`src/rtl/trap_seq.sv`:
```
// ============================================================================
// trap_seq : exception/interrupt/ertn CSR update sequencer at writeback
// Rev 1.0  : initial release
// ============================================================================
`default_nettype none

module trap_seq (
    input  logic        clk,
    input  logic        resetn,
    input  logic        wb_valid,
    input  logic [31:0] wb_pc,
    input  logic        wb_ex_req,
    input  logic [5:0]  wb_ecode,
    input  logic [8:0]  wb_esubcode,
    input  logic        wb_badv_valid,
    input  logic [31:0] wb_badv,
    input  logic        wb_ertn_req,
    input  logic        wb_csr_we,
    input  logic [13:0] wb_csr_num,
    input  logic [31:0] wb_csr_wmask,
    input  logic [31:0] wb_csr_wvalue,
    input  logic        int_pending,
    input  logic [31:0] crmd_rvalue,
    input  logic [31:0] prmd_rvalue,
    input  logic [31:0] era_rvalue,
    input  logic [31:0] eentry_rvalue,
    output logic        csr_we,
    output logic [13:0] csr_num,
    output logic [31:0] csr_wmask,
    output logic [31:0] csr_wvalue,
    output logic        busy,
    output logic        wb_ack,
    output logic        wb_kill,
    output logic        flush,
    output logic [31:0] redirect_pc
);

    typedef enum logic [2:0] {
        IDLE     = 3'd0,
        E_PRMD   = 3'd1,
        E_ERA    = 3'd2,
        E_ESTAT  = 3'd3,
        E_BADV   = 3'd4,
        E_CRMD   = 3'd5,
        R_CRMD   = 3'd6,
        REDIRECT = 3'd7
    } state_t;

    state_t state, state_nxt;

    logic        lat_ertn;
    logic [31:0] lat_pc;
    logic [5:0]  lat_ecode;
    logic [8:0]  lat_esubcode;
    logic        lat_badv_valid;
    logic [31:0] lat_badv;
    logic [2:0]  lat_crmd;
    logic [2:0]  lat_prmd;
    logic [31:0] lat_era;
    logic [31:0] lat_eentry;

    logic acc_int, acc_ex, acc_ertn, accept;

    // Only the privilege/IE bits of CRMD and PRMD take part in the sequence.
    logic unused_ok;
    assign unused_ok = ^{crmd_rvalue[31:3], prmd_rvalue[31:3]};

    // Fixed priority: interrupt over exception over ertn.
    assign acc_int  = (state == IDLE) & wb_valid & int_pending;
    assign acc_ex   = (state == IDLE) & wb_valid & wb_ex_req & ~int_pending;
    assign acc_ertn = (state == IDLE) & wb_valid & wb_ertn_req & ~int_pending & ~wb_ex_req;
    assign accept   = acc_int | acc_ex | acc_ertn;

    always_ff @(posedge clk) begin
        if (!resetn) begin
            state          <= IDLE;
            lat_ertn       <= 1'b0;
            lat_pc         <= 32'd0;
            lat_ecode      <= 6'd0;
            lat_esubcode   <= 9'd0;
            lat_badv_valid <= 1'b0;
            lat_badv       <= 32'd0;
            lat_crmd       <= 3'd0;
            lat_prmd       <= 3'd0;
            lat_era        <= 32'd0;
            lat_eentry     <= 32'd0;
        end else begin
            state <= state_nxt;
            if (accept) begin
                lat_ertn       <= acc_ertn;
                lat_pc         <= wb_pc;
                lat_ecode      <= acc_int ? 6'd0 : wb_ecode;
                lat_esubcode   <= acc_int ? 9'd0 : wb_esubcode;
                lat_badv_valid <= acc_int ? 1'b0 : wb_badv_valid;
                lat_badv       <= wb_badv;
                lat_crmd       <= crmd_rvalue[2:0];
                lat_prmd       <= prmd_rvalue[2:0];
                lat_era        <= era_rvalue;
                lat_eentry     <= eentry_rvalue;
            end
        end
    end

    always_comb begin
        state_nxt   = state;
        busy        = (state != IDLE);
        wb_ack      = 1'b0;
        wb_kill     = 1'b0;
        flush       = 1'b0;
        redirect_pc = 32'd0;
        csr_we      = 1'b0;
        csr_num     = 14'd0;
        csr_wmask   = 32'd0;
        csr_wvalue  = 32'd0;
        case (state)
            IDLE: begin
                if (accept) begin
                    // The instruction's own CSR write is dropped with it.
                    wb_ack    = 1'b1;
                    wb_kill   = acc_int;
                    state_nxt = acc_ertn ? R_CRMD : E_PRMD;
                end else if (wb_csr_we) begin
                    csr_we     = 1'b1;
                    csr_num    = wb_csr_num;
                    csr_wmask  = wb_csr_wmask;
                    csr_wvalue = wb_csr_wvalue;
                end
            end
            E_PRMD: begin
                csr_we     = 1'b1;
                csr_num    = 14'h001;
                csr_wmask  = 32'h0000_0007;
                csr_wvalue = {29'd0, lat_crmd};
                state_nxt  = E_ERA;
            end
            E_ERA: begin
                csr_we     = 1'b1;
                csr_num    = 14'h006;
                csr_wmask  = 32'hFFFF_FFFF;
                csr_wvalue = lat_pc;
                state_nxt  = E_ESTAT;
            end
            E_ESTAT: begin
                csr_we     = 1'b1;
                csr_num    = 14'h005;
                csr_wmask  = 32'h7FFF_0000;
                csr_wvalue = {1'b0, lat_esubcode, lat_ecode, 16'd0};
                state_nxt  = lat_badv_valid ? E_BADV : E_CRMD;
            end
            E_BADV: begin
                csr_we     = 1'b1;
                csr_num    = 14'h007;
                csr_wmask  = 32'hFFFF_FFFF;
                csr_wvalue = lat_badv;
                state_nxt  = E_CRMD;
            end
            E_CRMD: begin
                csr_we     = 1'b1;
                csr_num    = 14'h000;
                csr_wmask  = 32'h0000_0007;
                state_nxt  = REDIRECT;
            end
            R_CRMD: begin
                csr_we     = 1'b1;
                csr_num    = 14'h000;
                csr_wmask  = 32'h0000_0007;
                csr_wvalue = {29'd0, lat_prmd};
                state_nxt  = REDIRECT;
            end
            REDIRECT: begin
                flush       = 1'b1;
                redirect_pc = lat_ertn ? lat_era : lat_eentry;
                state_nxt   = IDLE;
            end
            default: state_nxt = IDLE;
        endcase
    end

endmodule

`default_nettype wire

```
`config.mk`:
```
export PLATFORM = sky130hd
export DESIGN_NAME = trap_seq
export DESIGN_NICKNAME = d
export VERILOG_FILES = /design/src/rtl/trap_seq.sv
export SDC_FILE = /design/constraint.sdc
export NUM_CORES = 1
export LEC_CHECK = 0
export ABC_AREA = 1
export CAP_MARGIN = 10
export CORE_AREA = 2 2 159 161
export DETAILED_ROUTE_END_ITERATION = 8
export DIE_AREA = 0 0 161 163
export DONT_BUFFER_PORTS = 1
export MAX_ROUTING_LAYER = met4
export SETUP_SLACK_MARGIN = 0.02
export SYNTH_ARGS = -nofsm -noshare
export SYNTH_HDL_FRONTEND = slang
export SYNTH_SLANG_ARGS = --single-unit
export TNS_END_PERCENT = 20
```
`constraint.sdc`:
```
create_clock -name clk -period 3.06 [get_ports clk]
set_input_delay 0.459 -clock clk [delete_from_list [all_inputs] [get_ports clk]]
set_output_delay 0.459 -clock clk [all_outputs]
set_load 0.03 [all_outputs]
```
## After elaboration in Yosys (flattened, before gate mapping)

Cells that the tools add are included.

- Register bits: 154
- Input bits: 293
- Output and inout port bits: 115
- Word-level logic and storage cells: 62

- Eq/ne operators: 8
- Mux-type cells: 26
- Bitwise gates (word level): 11
- Reduce and logical (&&, ||, !) cells: 6

Operator list:

| kind | count |
|---|---|
| $mux 32 | 6 |
| $pmux 32 s6 | 1 |
| $pmux 32 s4 | 1 |
| $pmux 14 s5 | 1 |
| $mux 14 | 2 |
| $pmux 3 s7 | 1 |
| $eq 3x3->1 const B | 4 |
| $mux 1 | 9 |
| $mux 9 | 1 |
| $and 1x1->1 | 7 |
| $eq 3x2->1 const B | 2 |
| $mux 3 | 2 |
| $mux 6 | 1 |
| $reduce_or 6->1 | 1 |
| $reduce_or 2->1 | 2 |
| $eq 3x1->1 const B | 1 |
| $logic_not 3->1 | 1 |
| $reduce_bool 3->1 | 1 |
| $reduce_or 3->1 | 1 |
| $ne 2x2->1 const B | 1 |
| $not 1->1 | 2 |
| $or 1x1->1 | 2 |
| $pmux 1 s2 | 1 |

## Logic depth before layout (Yosys ltp)

Gate-level depths: netlist of the first run.

- Depth in word-level cells: 8
- Mapped depth: 9
- Depth with buffers taken out: 7

## Worst setup path after synthesis of the first run

Ideal clock, no wire load.

- Path kind: register to output
- Start point: register state[1]
- End point: output port redirect_pc[10]
- Arrival time: 1,847 ps
- Data required time: 2,601 ps
- Path slack: 754 ps
- Stages on the path, launching flop included: 6
- Path buffers: 1
- Path through: dfxtp_1 > nand2_1 > nor2_1 > inv_1 > buf_2 > a21oi_1

- Longest elaborated chain between the ends: 2

Ends and longest elaborated chain:

| what | RTL line | RTL |
|---|---|---|
| from (decl) | 49 | `state_t state, state_nxt;` |
| from (signal assigned) | 88 | `state <= state_nxt;` |
| $eq 3x3->1 | 115 | `case (state)` |
| $mux 32 | 115 |  |
| to (decl) | 35 | `output logic [31:0] redirect_pc` |

Every way passes these cells.

## Worst setup path after layout of the first run

- Start point: register state[2]
- End point: output port csr_num[3]

- Longest elaborated chain between the ends: 8
- Elaborated cells between the ends (all ways): 16
- Classes of those cells: eq/ne: 4; mux: 2; bitwise: 9; reduce/logical: 1

Ends and longest elaborated chain:

| what | RTL line | RTL |
|---|---|---|
| $logic_not 3->1 | - |  |
| $and 1x1->1 | 69, 70, 71 |  |
| $and 1x1->1, on equally long branches (2 in series) | 70, 71 |  |
| $or 1x1->1 or $and 1x1->1 (tied branches) | 72, 71 |  |
| $or 1x1->1 | 72 | `assign accept = acc_int \| acc_ex \| acc_ertn;` |
| $mux 14 | 117 | `if (accept) begin` |
| $pmux 14 s5 (*) | 115 |  |
| to (decl) | 28 | `output logic [13:0] csr_num,` |

Mark *: on every way between the ends. The rest lies on a longest branch, timed or not.

==> results by group, run 1 <==
Yosys
  • Post-Synth Simple-Gate Area: 46.29%
  • Synth Instances: 1451
  • Synth Warn #: 0
  • Post-Syn Area per Cell: 5.863 sq um
  • Mapped Area: 8507 sq um
  • Post-Synth XOR/XNOR Area: 0%
  • Post-synthesis register bit count: 154
  • Compound-gate portion of the synthesized area: 3.192%
  • Yosys cell types: 20
  • Syn_nets: 1744
  • Multiplexer share of the synthesized area: 0%
  • Adder-Cell Fraction of Synth Area: 0%
  • Combinational family with the most area after synthesis: simple AND/OR/NAND/NOR gates
  • Sequential area share after synthesis: 36.24%

Critical path
  • Critical Path RT: 2600 ps
  • Setup Crit Path Kind: reg -> out
  • Crit path launch type: flip-flop
  • Crit Path Max Fanout: 68
  • Critical path arrival: 2300 ps
  • Element type at the critical path end: output port

Die
  • I/O Pins: 408
  • Core area: 24670 sq um
  • Initial Utilization: 34.48%
  • Num rows: 58
  • Die width: 161 um
  • Die Y: 163 um
  • Die area: 26240 sq um

Cells and area
  • Layout cells sized above 1: 8.121%
  • Final non-filler cell total: 1786
  • Most common cell after layout, fill and taps aside: nand2_1
  • Commonest cells after routing, fill and taps aside: nand2_1, nor2_1, nand3_1
  • Area grow syn2layout: 14.36%
  • Nets: 1733

Global route
  • First-pass GRT wire length: 43.30 mm
  • Global Route Usage Sum: 21.85%
  • Vias in the first global route: 7916
  • Largest net degree at the start of global routing: 153
  • Initial antenna violation count: 3
  • Grt ovf: 0

Power
  • Switching share of power: 39.69%
  • LEAKAGE: 5.054 nW
  • Pwr/cell area: 733.4 nW/um^2
  • Share of power burned in registers: 35.4%
  • Peak VDD IR: 308.6 uV
  • Clock group share of total power: 31.3%
  • Cell internal pwr: 4.303 mW
  • Psw: 2.832 mW
  • Logic gate share of total power: 33.2%
  • Total power: 7.134 mW

Route
  • Final WL: 28.54 mm
  • Detail-routed via count per cell: 4.777
  • DR pass1 iterations: 5
  • Via count: 8531
  • Initial DRC Count: 490
  • Post-route ant nets: 0
  • WL/cell: 15.98 um
  • DRC errors left: 0

Placement
  • Placer Congestion: 0.8095
  • DP HPWL: 19.87 mm
  • Number of I/O port buffers: 0
  • Post-placement cell count: 1751

Timing
  • Clock Skew: 15.84 ps
  • Relative slew slack: 47.19%
  • Fin. Hold Viols: 0
  • Crit path time final: 2757 ps
  • # setup viols final: 0
  • Fmax: 362.7 MHz
  • RSZ-0062 raised after global routing: false
  • Slew Viols, Final: 0
  • Slew of the pin with the lowest slew margin: 786.1 ps
  • Setup TNS Final: 0 ps
  • Crit share post-route: 90.10%

Clock network
  • Post-CTS setup buffers: 0
  • Worst-path clk slew: 70 ps
  • CTS Buf Count: 17
  • H-tree levels: 4
  • CTS tree: done
  • Clock root cell: clkbuf_16
  • Clk_lat worst skew: 430 ps
  • Clock buffer depth: 2
  • CTS sink count: 154

Hold path
  • Min-delay worst type: in -> reg

Outcome
  • Status: completed

Flow run
  • Max-Cap Viols: 0
## cell families after synthesis
family          Yosys count
buf+inv                 278
flops                   154
simple gates            967
compound gates           52
## stage by stage
step	utilization (%)	worst slack, ps	area [sq um]	hold WS [ps]
6_report	39.43	302.8	9728	169.7
5_1_grt	39.43	120.0	9728	151.9
4_1_cts	39.39	151.3	9718	147.3
3_5_place_dp	36.90	612.8	9104	456.9
3_3_place_gp	36.90	696.8	9104	448.5
2_1_floorplan	-	753.6	8507	439.4
## worst paths after layout
path,from,endpoint,slack (ps),cells after the start
setup / recovery,state[2]$_SDFFE_PN0P_,csr_num[3],300,7
hold / removal,resetn,lat_esubcode[5]$_SDFFE_PN0P_,170,2
setup reg to reg,state[2]$_SDFFE_PN0P_,lat_ertn$_SDFFE_PN0P_,1110,6
hold reg to reg,lat_ecode[2]$_SDFFE_PN0P_,lat_ecode[2]$_SDFFE_PN0P_,470,2
## repair_timing
| action | in CTS | in global routing |
|---|---|---|
| endpoints found under the setup margin | 0 | 10 |
| hold buffers | 0 | 0 |
| hold endpoints to repair | 0 | 0 |
| gates resized for setup | 0 | 1 |
## registers in the layout, indices dropped and copies added (netlist names)
register        cells
lat_badv           32
lat_badv_valid      1
lat_crmd            3
lat_ecode           6
lat_eentry         32
lat_era            32
lat_ertn            1
lat_esubcode        9
lat_pc             32
lat_prmd            3
state               3
## Yosys cell counts
library cell,count,area [sq um]
inv_4,1,6.260
inv_1,170,638.1
a21oi_1,50,250.2
a21oi_4,1,16.27
nand2_2,2,12.51
buf_1,21,78.83
buf_4,6,45.04
nor2_4,2,22.52
dfxtp_1,154,3083
nand2_1,416,1562
nor3_1,5,25.02
inv_2,4,15.01
nor2_1,320,1201
nand3_1,219,1096
buf_2,39,195.2
nor2_2,3,18.77
buf_6,13,146.4
clkbuf_1,23,86.33
clkinv_1,1,3.750
o21ai_0,1,5.000
## critical path, stage by stage, from the launching register on
cell and delay, ps:
dfxtp_1 410, inv_4 120, nand2_2 240, a21oi_4 240
buf_12 290, nand2_2 210, nor2_1 150, buf_4 180
## power groups by stage
stage               logic (mW)  clock network (mW)  registers, mW
global route              2.63                2.39           2.57
CTS                       2.41                2.30           2.53
detailed placement        2.40                   0           2.57
finish                    2.37                2.24           2.53
global placement          2.37                   0           2.56
floorplan                 1.91                   0           2.52
## cell type report
| cell class | count | area (sq um) |
|---|---|---|
| timing repair buffer | 72 | 728.2 |
| clock inverter | 14 | 175.2 |
| inverter | 176 | 665.6 |
| tap | 330 | 412.9 |
| antenna | 3 | 7.507 |
| fill | 2758 | 14950 |
| multi-input combinational | 1019 | 4217 |
| clock buffer | 18 | 439.2 |
| sequential | 154 | 3083 |
## metal layers
| metal | vias to the layer above | global-route usage [%] | share of wire, % |
|---|---|---|---|
| met3 | 28 | 5.348 | 7.0 |
| met1 | 3846 | 24.87 | 41 |
| met2 | 301 | 37.65 | 50 |
| li1 | 4356 | - | - |
| met4 | 0 | 7.468 | 2.2 |
| met5 | - | - | 0 |
No activity file was read; power rests on OpenSTA's default activity.
==> inputs of run 2 (changes only) <==
- clock period: 3.06 -> 2.95 ns (I/O delays scaled with it)
==> results by group, run 2 (synthesized netlist as in run 1, its figures left out) <==
Route
  • Post-route ant nets: 0 (unchanged)
  • DRC errors left: 0 (unchanged)
  • Initial DRC Count: 476 (-2.9%)
  • Final WL: 28.73 mm (+0.64%)
  • Via count: 8625 (+1.1%)
  • DR pass1 iterations: 5 (unchanged)
  • Detail-routed via count per cell: 4.792 (+0.32%)
  • WL/cell: 15.96 um (-0.14%)

Global route
  • Largest net degree at the start of global routing: 153 (unchanged)
  • First-pass GRT wire length: 42.77 mm (-1.2%)
  • Global Route Usage Sum: 21.61% (-0.24 points)
  • Grt ovf: 0 (unchanged)
  • Initial antenna violation count: 2 (-1)
  • Vias in the first global route: 7760 (-2.0%)

Clock network
  • Clk_lat worst skew: 420 ps (about the same)
  • Post-cts resize count: 0 (unchanged)
  • Post-CTS setup buffers: 0 (unchanged)
  • CTS Buf Count: 17 (unchanged)
  • CTS sink count: 154 (unchanged)
  • H-tree levels: 4 (unchanged)
  • CTS tree: done
  • Clock root cell: clkbuf_16
  • # hold bufs at CTS: 0 (unchanged)
  • Worst-path clk slew: 70 ps (about the same)
  • Clock buffer depth: 2 (unchanged)

Cells and area
  • Commonest cells after routing, fill and taps aside: nand2_1, nor2_1, nand3_1
  • Layout cells sized above 1: 9.122% (+1.0 points)
  • Final instance area: 9981 sq um (+2.6%)
  • Nets: 1749 (+0.92%)
  • Area grow syn2layout: 17.33%
  • Most common cell after layout, fill and taps aside: nand2_1

Timing
  • Relative slew slack: 51.73% (+4.5 points)
  • Crit share post-route: 92.29%
  • Setup TNS Final: 0 ps (unchanged)
  • # setup viols final: 0 (unchanged)
  • Crit path time final: 2722 ps
  • Clock Skew: 15.48 ps (-0.3567 ps)
  • RSZ-0062 raised after global routing: false
  • Fin. Hold Viols: 0 (unchanged)
  • Fmax: 367.3 MHz
  • Slew of the pin with the lowest slew margin: 724.1 ps (-61.98 ps)
  • Slew Viols, Final: 0 (unchanged)

Placement
  • DP HPWL: 20.29 mm (+2.1%)
  • Placed Area: 9354 sq um (+2.7%)
  • Placer Congestion: 0.8700 (+7.5%)
  • Number of I/O port buffers: 0 (unchanged)

Outcome
  • Status: completed

Hold path
  • Min-delay src: resetn
  • Hold EP: lat_pc[26]$_SDFFE_PN0P_
  • Min-delay worst type: in -> reg
  • Worst hold path depth: 2 (unchanged)

Flow run
  • Max-Cap Viols: 0 (unchanged)

Critical path
  • R2R Path Start: state[2]$_SDFFE_PN0P_
  • Critical-path cell list: inv_4, nor2_2, buf_4, nand2_1, nand2_1, inv_1, nand2_1, buf_12
  • Crit Path Max Fanout: 17 (-75%)
  • Element type at the critical path end: output port
  • Worst path slowest cell: dfxtp_1
  • FF-to-FF setup slack: 860 ps (-250 ps)
  • R2R Path End: lat_pc[2]$_SDFFE_PN0P_
  • Reg2Reg Depth: 7 (+1)
  • Critical path arrival: 2280 ps (-20 ps)
  • Crit path launch type: flip-flop
  • Setup Crit Path Kind: reg -> out
  • Most used cell, CP: nand2_1
  • Critical Path RT: 2510 ps (-90 ps)
  • Critical Path Source: state[2]$_SDFFE_PN0P_
  • Slowest Stage Delay on Critical Path: 530 ps (+120 ps)

Die
  • Die area: 26240 sq um (unchanged)
  • Initial Utilization: 34.48% (unchanged)
  • Die Y: 163 um (unchanged)
  • I/O Pins: 408 (unchanged)
  • Die width: 161 um (unchanged)
  • Num rows: 58 (unchanged)
  • Core area: 24670 sq um (unchanged)

Power
  • Psw: 2.970 mW (+4.9%)
  • Peak VDD IR: 362.8 uV (+18%)
  • Cell internal pwr: 4.556 mW (+5.9%)
  • Clock group share of total power: 29.6% (-1.7 points)
  • Share of power burned in registers: 34.8% (-0.6 points)
  • LEAKAGE: 5.170 nW (+2.3%)
  • Switching share of power: 39.46% (-0.23 points)
  • Logic gate share of total power: 35.5% (+2.3 points)
  • Pwr/cell area: 754.0 nW/um^2 (+2.8%)
==> run 2: layer usage <==
metal  part of all wire, %  wire [um]  track usage (%)  vias up
met3                   6.8       1941            5.067       24
li1                      -          -                -     4404
met5                     0          0                -        -
met2                    50      14390            37.89      319
met1                    41      11890            24.95     3878
met4                   1.7        498            5.479        0
==> run 2: worst max-delay path by stage <==
stage	to	slack [ps]	depth (start not counted)
floorplan	redirect_pc[10]	660	5
global placement	csr_num[11]	580	7
detailed placement	csr_num[5]	510	7
CTS	csr_num[5]	20	7
global route	csr_num[5]	30	7
finish	csr_wvalue[10]	230	8
==> run 2: layout make-up <==
class | count | area, sq um
diodes | 1 | 2.502
clock buffers | 19 | 452.9
clock inverters | 13 | 143.9
fillers | 2751 | 14690
inverters | 176 | 665.6
multi-input cells | 1019 | 4217
flip-flops and latches | 154 | 3083
well taps | 330 | 412.9
repair buffers | 88 | 1003
==> run 2: per-stage QoR <==
stage,setup WS (ps),utilization (%),power [mW],hold WS (ps),cells
floorplan,660.1,-,4.605,439.4,1451
global placement,575.2,37.91,5.303,449.0,1766
detailed placement,505.9,37.91,5.334,456.4,1766
CTS,23.65,40.33,7.600,133.9,1798
global route,31.13,40.45,7.999,134.7,1800
finish,227.5,40.45,7.525,171.2,1800
==> run 2: worst max-delay path: cells and delay by family (launching register included) <==
| family | cells | cell delay [ps] |
|---|---|---|
| AND/OR/NAND/NOR | 4 | 750 |
| buffers and inverters | 4 | 580 |
| flip-flops | 1 | 530 |
==> run 2: power by group through the flow <==
stage | logic (mW) | clock network [mW] | registers, mW
final | 2.67 | 2.23 | 2.62
after global routing | 2.94 | 2.39 | 2.66
after CTS | 2.68 | 2.30 | 2.62
after detailed placement | 2.66 | 0 | 2.67
after global placement | 2.65 | 0 | 2.66
after floorplan | 1.99 | 0 | 2.62
